<file path="config.mk">
export PLATFORM = sky130hd
export DESIGN_NAME = adsr_envelope
export DESIGN_NICKNAME = d
export VERILOG_FILES = /design/src/rtl/adsr_pkg.sv /design/src/rtl/adsr_envelope_rise_fall_detect.sv /design/src/rtl/adsr_envelope.sv
export SDC_FILE = /design/constraint.sdc
export NUM_CORES = 1
export LEC_CHECK = 0
export ABC_AREA = 1
export ABC_CLOCK_PERIOD_IN_PS = 1600
export CORE_MARGIN = 5
export CORE_UTILIZATION = 45
export DETAILED_ROUTE_END_ITERATION = 10
export GPL_ROUTABILITY_DRIVEN = 0
export GPL_TIMING_DRIVEN = 0
export PLACE_DENSITY_LB_ADDON = 0.05
export RECOVER_POWER = 100
export SYNTH_ARGS = -nofsm -noshare
export SYNTH_HDL_FRONTEND = slang
export SYNTH_SLANG_ARGS = --single-unit
</file>
<file path="constraint.sdc">
create_clock -name clk50Mhz -period 1.6 [get_ports clk50Mhz]
set_input_delay 0.32 -clock clk50Mhz [delete_from_list [all_inputs] [get_ports clk50Mhz]]
set_output_delay 0.32 -clock clk50Mhz [all_outputs]
set_load 0.005 [all_outputs]
</file>
<file path="src/rtl/adsr_pkg.sv">
// Shared types and constants for the ADSR envelope generator.
// Holds the phase encoding, sustain clamp limits, default step sizes and the target helper.
package adsr_pkg;

  typedef enum logic [2:0] {
    S_IDLE    = 3'd0,
    S_ATTACK  = 3'd1,
    S_DECAY   = 3'd2,
    S_SUSTAIN = 3'd3,
    S_RELEASE = 3'd4
  } adsr_state_e;

  localparam logic [2:0] ST_IDLE    = S_IDLE;
  localparam logic [2:0] ST_ATTACK  = S_ATTACK;
  localparam logic [2:0] ST_DECAY   = S_DECAY;
  localparam logic [2:0] ST_SUSTAIN = S_SUSTAIN;
  localparam logic [2:0] ST_RELEASE = S_RELEASE;

  localparam logic [3:0] SUS_MIN = 4'd2;
  localparam logic [3:0] SUS_MAX = 4'd12;

  localparam int ATK_STEP_DEF = 8;
  localparam int DEC_STEP_DEF = 4;
  localparam int REL_STEP_DEF = 4;

  // Sustain level code clamped to SUS_MIN..SUS_MAX, scaled by 16.
  function automatic logic [7:0] sus_target(input logic [3:0] lvl);
    logic [3:0] c;
    if (lvl < SUS_MIN)      c = SUS_MIN;
    else if (lvl > SUS_MAX) c = SUS_MAX;
    else                    c = lvl;
    return {c, 4'b0000};
  endfunction

endpackage

</file>
<file path="src/rtl/adsr_envelope_rise_fall_detect.sv">
// Registered edge detector: one-cycle rise/fall pulses one clock after the input edge.
// Latency 1 cycle, no backpressure; history and pulses clear on reset.
module rise_fall_detect (
  input  logic clk_i,
  input  logic rst_n_i,
  input  logic sig_i,
  output logic rise_o,
  output logic fall_o
);

  logic prev_q;
  logic rise_q;
  logic fall_q;

  always_ff @(posedge clk_i or negedge rst_n_i) begin
    if (!rst_n_i) begin
      prev_q <= 1'b0;
      rise_q <= 1'b0;
      fall_q <= 1'b0;
    end else begin
      prev_q <= sig_i;
      rise_q <= sig_i & ~prev_q;
      fall_q <= ~sig_i & prev_q;
    end
  end

  assign rise_o = rise_q;
  assign fall_o = fall_q;

endmodule

</file>
<file path="src/rtl/adsr_envelope.sv">
// ADSR envelope: 8-bit amplitude driven by gate edges and per-phase tick events.
// Latency: edges act two clocks after the input changes; outputs registered, no backpressure.
module adsr_envelope
  import adsr_pkg::*;
#(
  parameter int ATK_STEP = ATK_STEP_DEF,
  parameter int DEC_STEP = DEC_STEP_DEF,
  parameter int REL_STEP = REL_STEP_DEF
) (
  input  logic       clk50Mhz,
  input  logic       Reset,
  input  logic       GATE,
  input  logic       TICK_A,
  input  logic       TICK_D,
  input  logic       TICK_R,
  input  logic [3:0] SUS_LVL,
  output logic [7:0] ENV,
  output logic [2:0] STATE,
  output logic       ACTIVE
);

  localparam logic [8:0] ATK9 = 9'(ATK_STEP);
  localparam logic [8:0] DEC9 = 9'(DEC_STEP);
  localparam logic [8:0] REL9 = 9'(REL_STEP);

  logic gate_rise, gate_fall;
  logic tick_a, tick_d, tick_r;
  logic tick_a_fall_unused, tick_d_fall_unused, tick_r_fall_unused;

  rise_fall_detect u_gate_det (
    .clk_i(clk50Mhz), .rst_n_i(Reset), .sig_i(GATE),
    .rise_o(gate_rise), .fall_o(gate_fall)
  );
  rise_fall_detect u_tick_a_det (
    .clk_i(clk50Mhz), .rst_n_i(Reset), .sig_i(TICK_A),
    .rise_o(tick_a), .fall_o(tick_a_fall_unused)
  );
  rise_fall_detect u_tick_d_det (
    .clk_i(clk50Mhz), .rst_n_i(Reset), .sig_i(TICK_D),
    .rise_o(tick_d), .fall_o(tick_d_fall_unused)
  );
  rise_fall_detect u_tick_r_det (
    .clk_i(clk50Mhz), .rst_n_i(Reset), .sig_i(TICK_R),
    .rise_o(tick_r), .fall_o(tick_r_fall_unused)
  );

  logic [2:0] state_q, state_d;
  logic [7:0] env_q, env_d;
  logic [7:0] tgt;

  assign tgt = sus_target(SUS_LVL);

  always_comb begin
    logic [8:0] env9;
    logic [8:0] tgt9;
    logic [8:0] sum9;
    env9    = {1'b0, env_q};
    tgt9    = {1'b0, tgt};
    sum9    = env9 + ATK9;
    state_d = state_q;
    env_d   = env_q;

    if (state_q > ST_RELEASE) begin
      state_d = ST_IDLE;
      env_d   = 8'd0;
    end else if (gate_rise) begin
      // Legato retrigger: keep the current amplitude, any tick this cycle is dropped.
      state_d = ST_ATTACK;
    end else if (gate_fall) begin
      if (state_q == ST_ATTACK || state_q == ST_DECAY || state_q == ST_SUSTAIN) begin
        state_d = ST_RELEASE;
      end
    end else begin
      case (state_q)
        ST_ATTACK: begin
          if (tick_a) begin
            if (sum9 >= 9'd255) begin
              env_d   = 8'd255;
              state_d = ST_DECAY;
            end else begin
              env_d = sum9[7:0];
            end
          end
        end
        ST_DECAY: begin
          if (tick_d) begin
            if (env9 <= tgt9 + DEC9) begin
              env_d   = tgt;
              state_d = ST_SUSTAIN;
            end else begin
              env_d = env_q - DEC9[7:0];
            end
          end
        end
        ST_SUSTAIN: env_d = tgt;
        ST_RELEASE: begin
          if (tick_r) begin
            if (env9 <= REL9) begin
              env_d   = 8'd0;
              state_d = ST_IDLE;
            end else begin
              env_d = env_q - REL9[7:0];
            end
          end
        end
        default: env_d = 8'd0;
      endcase
    end
  end

  always_ff @(posedge clk50Mhz or negedge Reset) begin
    if (!Reset) begin
      state_q <= ST_IDLE;
      env_q   <= 8'd0;
    end else begin
      state_q <= state_d;
      env_q   <= env_d;
    end
  end

  assign ENV    = env_q;
  assign STATE  = state_q;
  assign ACTIVE = (state_q != ST_IDLE);

endmodule

</file>
==> results of run 1 <==
[area by class of cell]
type / count / area [um^2]
well taps: 46 / 57.6
repair buffers: 52 / 444
inverters: 36 / 155
multi-input cells: 149 / 1040
clock buffers: 4 / 26.3
flip-flops and latches: 19 / 484
fillers: 272 / 1040
plain buffers: 3 / 30.0
[worst register-to-register path: stages, from the launching register on]
cell	delay, ns
dfrtp_2	0.43
clkinv_4	0.11
ha_4	0.27
nand2_1	0.04
nand2_1	0.06
nand2_1	0.06
nor2_2	0.13
nand3_4	0.12
nand3_4	0.14
nand2_4	0.07
nand2_4	0.09
nand2_2	0.05
nand2_1	0.05
nand2_1	0.04
[logic make-up (layout without fill, tap and decap cells)]
logic type / Yosys count / in the layout
xor gates and xnor gates: 4 / 4
and+or+nand+nor: 121 / 121
AOI/OAI and AO/OA: 14 / 14
DFF: 19 / 19
adders and majority gates: 10 / 10
buffers and inverters: 39 / 95
[registers in the layout, summed over array words and instances (netlist names)]
register and count:
u_gate_det.fall_o 1, u_tick_a_det.rise_o 1, u_tick_a_det.prev_q 1, ENV 7, u_tick_d_det.rise_o 1, u_tick_r_det.prev_q 1
u_tick_d_det.prev_q 1, u_gate_det.prev_q 1, u_tick_r_det.rise_o 1, u_gate_det.rise_o 1, STATE 3
[power breakdown]
part           switching [mW]  leakage (nW)  internal, mW
combinational            1.35         0.862          1.16
sequential              0.132         0.231         0.603
clock                   0.145        0.0150        0.0974
[repair_timing]
item	in CTS	in global routing
buffers inserted	23	8
pin swaps	22	17
endpoints found under the setup margin	19	11
resized for setup	50	19
[synth_stat cells (all sizes together)]
cell type and count:
ha 10, a21oi 4, o211a 1, nand3 19
or2 1, inv 36, nand2 67, nand4 7
nor3 3, buf 3, dfrtp 19, nor2 24
o21ai 9, xor2 4
[layer usage]
metal / vias to the layer above / part of all wire / global-route usage
met5: - / 0 / 0
met1: 688 / 0.41 / 0.209
met3: 3 / 0.041 / 0.0216
met4: 0 / 0.0081 / 0.0532
met2: 35 / 0.54 / 0.334
li1: 762 / - / -
[path summary, 6_finish.rpt]
kind	from	to	slack [ns]	cells after the start
setup / recovery	ENV[3]	STATE[2]	-0.15	13
hold / removal	u_tick_r_det.prev_q	u_tick_r_det.rise_o	0.40	1
setup reg to reg	ENV[3]	STATE[2]	-0.15	13
hold reg to reg	u_tick_r_det.prev_q	u_tick_r_det.rise_o	0.40	1
max in group asynchronous	Reset	STATE[2]	0.49	1
min in group asynchronous	Reset	ENV[4]	0.55	1
==> summary.txt, run 1 <==
Register area share after synthesis -> 0.317
Setup Crit Path Kind -> register to register
Final WS setup -> -0.150 ns
Final min period -> 1.75 ns
First-pass iteration count of the detailed router -> 4
Via-to-Cell Ratio -> 4.82
Max incr delay on CP -> 0.43 ns
Simple-gate portion of the synthesized area -> 0.403
Compound-gate portion of the synthesized area -> 0.0626
Cell Count, Final, Fillers Out -> 309
Final instance area -> 2240 um^2
Cts hold-fix bufs -> 0
Post-synth net total -> 227
Mapped cell area -> 1500 um^2
FP Rows -> 21
FMAX -> 0.571 GHz
RSZ-0062 raised after global routing -> yes
WP data required -> 1.81 ns
Vias -> 1,488
DRC errors left -> 0
Yosys Warn Count -> 0
Largest net degree at the start of global routing -> 20
Setup TNS -> -0.973 ns
XOR/XNOR Fraction of Synth Area -> 0.0234
Worst Clk Skew -> 0.00173 ns
Main combinational cell family by area after synthesis -> simple AND/OR/NAND/NOR gates
Final wirelength -> 3.70 mm
I/O Pins -> 22
Hold Vio Cnt, Final -> 0
Failing checks -> setup timing
Area share of the leading cell type in the synthesized netlist -> 0.317
CP Launch Type -> register
Initial Util -> 0.456
Delay-heaviest family, CP -> simple AND/OR/NAND/NOR gates
Core area -> 3280 um^2
Post-Synth Adder-Cell Area -> 0.0835
Overall Global Routing Usage -> 0.178
Wirelength per Cell -> 12.0 um
Setup WS pre-CTS -> -1.03 ns
Die height -> 67.7 um
Most common cell after layout, fill and taps aside -> nand2_1
Cell Chain, Critical Path -> clkinv_4 -> ha_4 -> nand2_1 -> nand2_1 -> nand2_1 -> nor2_2 -> nand3_4 -> nand3_4 -> nand2_4 -> nand2_4 -> nand2_2 -> nand2_1 -> nand2_1
Hold crit path type -> register to register
Layout cells sized above 1 -> 0.411
Post-Synthesis Cells -> 207
Worst-path maximum fanout -> 6
CTS tree -> done
Fin util -> 0.683
Number of H-tree levels -> 1
Yosys cell types -> 27
Worst rel slew slack -> 0.446
Initial DRC Count -> 84
Initial antenna violation count -> 0
Port Buffers -> 21
Vias in the first global route -> 1,430
Area Overhead vs Synth -> 49.6%
Skew-Pair Late Insertion Delay -> 0.30 ns
Yosys reg bits -> 19
MaxCap Viol Count -> 0
CTS Buffer Depth -> 2
Top post-synthesis cells by area -> dfrtp_1, nand2_1, ha_1
Buf+Inv Stages, Crit Path -> 1
CTS sink cnt -> 19
CP endpoint kind -> register
Leak Pwr -> 1.11 nW
GRT overflow -> 0
WHS -> 0.403 ns
ANT cells -> 0
Syn avg cell area -> 7.24 um^2
Max Slew Vio Count -> 0
Slew of the pin with the lowest slew margin -> 0.828 ns
Worst path arrival time -> 1.96 ns
PwrDens -> 1560 nW/um^2
Mux share of post-synthesis cell area -> 0
Worst-path clk slew -> 0.10 ns
Worst-case vdd ir drop -> 0.767 mV
Area after DPL -> 1840 um^2
Die width -> 67.7 um
Status -> complete, but fails checks
CP dominant cell by count -> nand2_1
Layout Nets -> 284
HPWL after DPL -> 2.57 mm
Period utilization -> 1.09
Cell taking the most area after synthesis -> dfrtp_1
Slowest stage cell on the critical path -> dfrtp_2
TritonCTS Buffers -> 3
Post-Place Cells -> 274
Post-DRT Antenna Nets -> 0
Setup Viol. Count Final -> 10
Die area -> 4590 um^2
First-pass GRT wire length -> 6.17 mm
Root Buffer -> clkbuf_4
Most frequent cells in the layout -> nand2_1, buf_4, inv_1
Power, Total -> 3.49 mW
No activity file was read; power rests on OpenSTA's default activity.
==> run 2: changes to the inputs <==
- MAX_ROUTING_LAYER: default -> met4
==> summary.txt, run 2 (synthesis results as in run 1) <==
Met2 Track Usage GR -> 0.335
Setup Crit Path Kind -> register to register
Largest net degree at the start of global routing -> 20
First-pass iteration count of the detailed router -> 4
Cell Chain, Critical Path -> buf_4 -> ha_4 -> nand2_1 -> nand2_1 -> nor2_2 -> nand3_4 -> nand3_4 -> nand2_4 -> nand2_4 -> nand2_2 -> nand2_1 -> nand2_1
Root Buffer -> clkbuf_4
GRT overflow -> 0
Cts hold-fix bufs -> 0
Worst Clk Skew -> 0.00104 ns
I/O Pins -> 22
CTS tree -> done
Worst-path clk slew -> 0.10 ns
Layout Nets -> 284
Area Overhead vs Synth -> 49.6%
Slew of the pin with the lowest slew margin -> 0.826 ns
CP endpoint kind -> register
Vias in the first global route -> 1,435
Initial Util -> 0.456
Failing checks -> setup timing
DRC errors left -> 0
PwrDens -> 1560 nW/um^2
Port Buffers -> 21
Fin util -> 0.683
TritonCTS Buffers -> 3
Largest register FFs -> 7
Hold Vio Cnt, Final -> 0
Die height -> 67.7 um
Worst path arrival time -> 1.96 ns
GR Util met1 -> 0.207
First-pass GRT wire length -> 6.18 mm
Slowest stage cell on the critical path -> dfrtp_2
Hold crit path type -> register to register
Worst-case vdd ir drop -> 0.773 mV
Number of H-tree levels -> 1
Max incr delay on CP -> 0.46 ns
Skew-Pair Late Insertion Delay -> 0.30 ns
Die width -> 67.7 um
Most common cell after layout, fill and taps aside -> nand2_1
HPWL after DPL -> 2.57 mm
WHS Path Cells -> 1
Worst Reg2Reg Path Length in Cells -> 12
Final min period -> 1.75 ns
Layout cells sized above 1 -> 0.411
CTS Buffer Depth -> 2
Vias -> 1,497
Initial antenna violation count -> 0
Power, Total -> 3.49 mW
Overall Global Routing Usage -> 0.183
Worst-path maximum fanout -> 5
Status -> complete, but fails checks
Final WS setup -> -0.155 ns
CP dominant cell by count -> nand2_1
Die area -> 4590 um^2
Leak Pwr -> 1.11 nW
Wirelength per Cell -> 11.9 um
WP data required -> 1.80 ns
Layer with the highest usage -> met2
Via-to-Cell Ratio -> 4.84
MaxCap Viol Count -> 0
Worst rel slew slack -> 0.448
Final wirelength -> 3.67 mm
CTS sink cnt -> 19
CP Launch Type -> register
Core area -> 3280 um^2
Post-DRT Antenna Nets -> 0
FP Rows -> 21
FMAX -> 0.570 GHz
Initial DRC Count -> 67
RSZ-0062 raised after global routing -> yes
Period utilization -> 1.10
Met3 usage -> 0.0216
Max Slew Vio Count -> 0
Most frequent cells in the layout -> nand2_1, buf_4, inv_1
Setup Viol. Count Final -> 10
Setup WS pre-CTS -> -1.03 ns
WHS -> 0.402 ns
ANT cells -> 0
-- run 2: cell counts in the layout (fill, tap and decap cells not counted) --
Identical to the previous run, type by type.
-- run 2: final cells by class --
type,count,area [um^2]
Multi-Input combinational cell,149,1040
Fill cell,268,1040
Sequential cell,19,484
Timing Repair Buffer,52,444
Inverter,36,155
Tap cell,46,57.6
Buffer,3,30.0
Clock buffer,4,26.3
-- run 2: through the flow --
step	instances	cell area, um^2	setup TNS, ns
after floorplan	207	1570	-0.371
after global placement	274	1840	-9.90
after detailed placement	274	1840	-9.84
after CTS	301	2130	-0.977
after global routing	309	2240	-2.10
final	309	2240	-0.981
-- run 2: power breakdown --
group	total (mW)	internal, mW	switching (mW)
Sequential	0.736	0.603	0.133
Clock	0.242	0.0973	0.144
Combinational	2.51	1.16	1.35
Total	3.49	1.86	1.63
-- run 2: routing by layer --
layer | up-vias | part of all wire
met1 | 691 | 0.41
met2 | 38 | 0.54
met4 | 0 | 0.011
met5 | - | 0
li1 | 763 | -
met3 | 5 | 0.046
-- run 2: repair_timing --
| action | CTS | global route |
|---|---|---|
| pin swaps | 22 | 17 |
| gates resized for setup | 50 | 19 |
| buffers inserted | 23 | 8 |
| setup endpoints to repair | 19 | 11 |
-- run 2: worst max-delay path: cells and delay by family (launching register included) --
family,cells,cell delay [ns]
adders and majority gates,1,0.16
buffers and inverters,1,0.16
DFF,1,0.46
and+or+nand+nor,10,0.88
-- run 2: final timing paths --
kind                                      from                   to  slack (ns)
setup / recovery                        ENV[4]             STATE[2]       -0.15
hold / removal             u_tick_r_det.prev_q  u_tick_r_det.rise_o        0.40
setup reg to reg                        ENV[4]             STATE[2]       -0.15
hold reg to reg            u_tick_r_det.prev_q  u_tick_r_det.rise_o        0.40
max in group asynchronous                Reset             STATE[2]        0.48
min in group asynchronous                Reset               ENV[4]        0.55
==> run 3: changes to the inputs <==
- ABC_CLOCK_PERIOD_IN_PS: 1600 -> 2200
- clock period: 1.6 -> 2.2 ns (I/O delays scaled with it)
==> summary.txt, run 3 (synthesis results as in run 1) <==
Core area -> 3280 um^2
CP endpoint kind -> output pin
Setup WS pre-CTS -> -0.473 ns
First-pass iteration count of the detailed router -> 4
Final wirelength -> 3.28 mm
First-pass GRT wire length -> 5.64 mm
Number of H-tree levels -> 1
Layout Nets -> 255
Final WS setup -> 0.0982 ns
Worst Clk Skew -> 0.000844 ns
Overall Global Routing Usage -> 0.166
I/O Pins -> 22
Setup Viol. Count Final -> 0
Port Buffers -> 21
Largest register FFs -> 7
FMAX -> 0.476 GHz
Final min period -> 2.10 ns
Hold Vio Cnt, Final -> 0
Most frequent cells in the layout -> nand2_1, inv_1, dfrtp_1, nand3_1, nor2_1
CTS sink cnt -> 19
Largest net degree at the start of global routing -> 20
Setup Crit Path Kind -> register to output pin
GRT overflow -> 0
Max Slew Vio Count -> 0
Multi-input combinational cell area -> 861 um^2
Period utilization -> 0.955
WP data required -> 1.76 ns
Layout cells sized above 1 -> 0.154
CTS tree -> done
CP Launch Type -> register
Storage cell area -> 478 um^2
Die width -> 67.7 um
Fillcell total -> 327
Initial Util -> 0.456
Root Buffer -> clkbuf_4
Area Overhead vs Synth -> 21.0%
Vias -> 1,395
RSZ-0062 raised after global routing -> no
HPWL after DPL -> 2.55 mm
Via-to-Cell Ratio -> 4.98
PwrDens -> 1140 nW/um^2
ANT cells -> 0
Leak Pwr -> 0.954 nW
Die height -> 67.7 um
Most common cell after layout, fill and taps aside -> nand2_1
Skew-Pair Late Insertion Delay -> 0.30 ns
WHS -> 0.400 ns
TritonCTS Buffers -> 3
Status -> complete, no violations
Hold crit path type -> register to register
Worst-path clk slew -> 0.11 ns
Initial antenna violation count -> 0
Worst rel slew slack -> 0.415
DRC errors left -> 0
CTS Buffer Depth -> 2
FP Rows -> 21
Worst path arrival time -> 1.66 ns
Vias in the first global route -> 1,322
Die area -> 4590 um^2
Initial DRC Count -> 88
Worst-case vdd ir drop -> 0.563 mV
Cts hold-fix bufs -> 0
MaxCap Viol Count -> 0
Slew of the pin with the lowest slew margin -> 0.875 ns
Worst-path maximum fanout -> 8
Fin util -> 0.552
Wirelength per Cell -> 11.7 um
Post-DRT Antenna Nets -> 0
## run 3: cell type report
cell class / count / share of cell area
sequential: 19 / 0.264
multi-input combinational: 149 / 0.475
tap: 46 / 0.0317
clock buffer: 4 / 0.0145
inverter: 36 / 0.0766
buffer: 3 / 0.0145
timing repair buffer: 23 / 0.124
## run 3: metal layers
layer / global-route usage / routed length (um)
met1: 0.185 / 1440
met2: 0.298 / 1700
met3: 0.0300 / 103
met4: 0.0557 / 34
met5: - / 0
## run 3: path summary, 6_finish.rpt
check | startpoint | endpoint | slack (ns) | cells after the start
setup / recovery | STATE[1] | ACTIVE | 0.1 | 6
hold / removal | u_tick_r_det.prev_q | u_tick_r_det.rise_o | 0.40 | 1
setup reg to reg | ENV[3] | ENV[7] | 0.14 | 12
hold reg to reg | u_tick_r_det.prev_q | u_tick_r_det.rise_o | 0.40 | 1
max in group asynchronous | Reset | ENV[4] | 0.92 | 1
min in group asynchronous | Reset | ENV[7] | 0.69 | 1
## run 3: report_power, final
group	total, mW	leakage (nW)	internal, mW	switching, mW
clock	0.185	0.0150	0.0707	0.114
combinational	1.33	0.700	0.561	0.770
sequential	0.553	0.238	0.431	0.123
## run 3: what timing repair did
| action | 4_1_cts | 5_1_grt |
|---|---|---|
| endpoints found under the setup margin | 10 | 9 |
| hold endpoints to repair | 0 | 0 |
| gates resized for setup | 3 | 6 |
| pin swaps | 1 | 3 |
| setup buffers | 0 | 2 |
## run 3: through the flow
step           TNS, ns  area (um^2)  power (mW)  cells
3_5_place_dp     -4.34         1770        1.91    274
3_3_place_gp     -4.08         1770        1.89    274
6_report             0         1810        2.07    280
2_1_floorplan        0         1500        1.51    207
4_1_cts              0         1800        2.11    278
5_1_grt              0         1810        2.27    280
## run 3: critical path, stage by stage, from the launching register on
cell and delay [ns]:
dfrtp_1 0.36, buf_4 0.17, inv_2 0.05, nand2_2 0.10, inv_2 0.07, nand2_1 0.09
clkdlybuf4s50_1 0.52
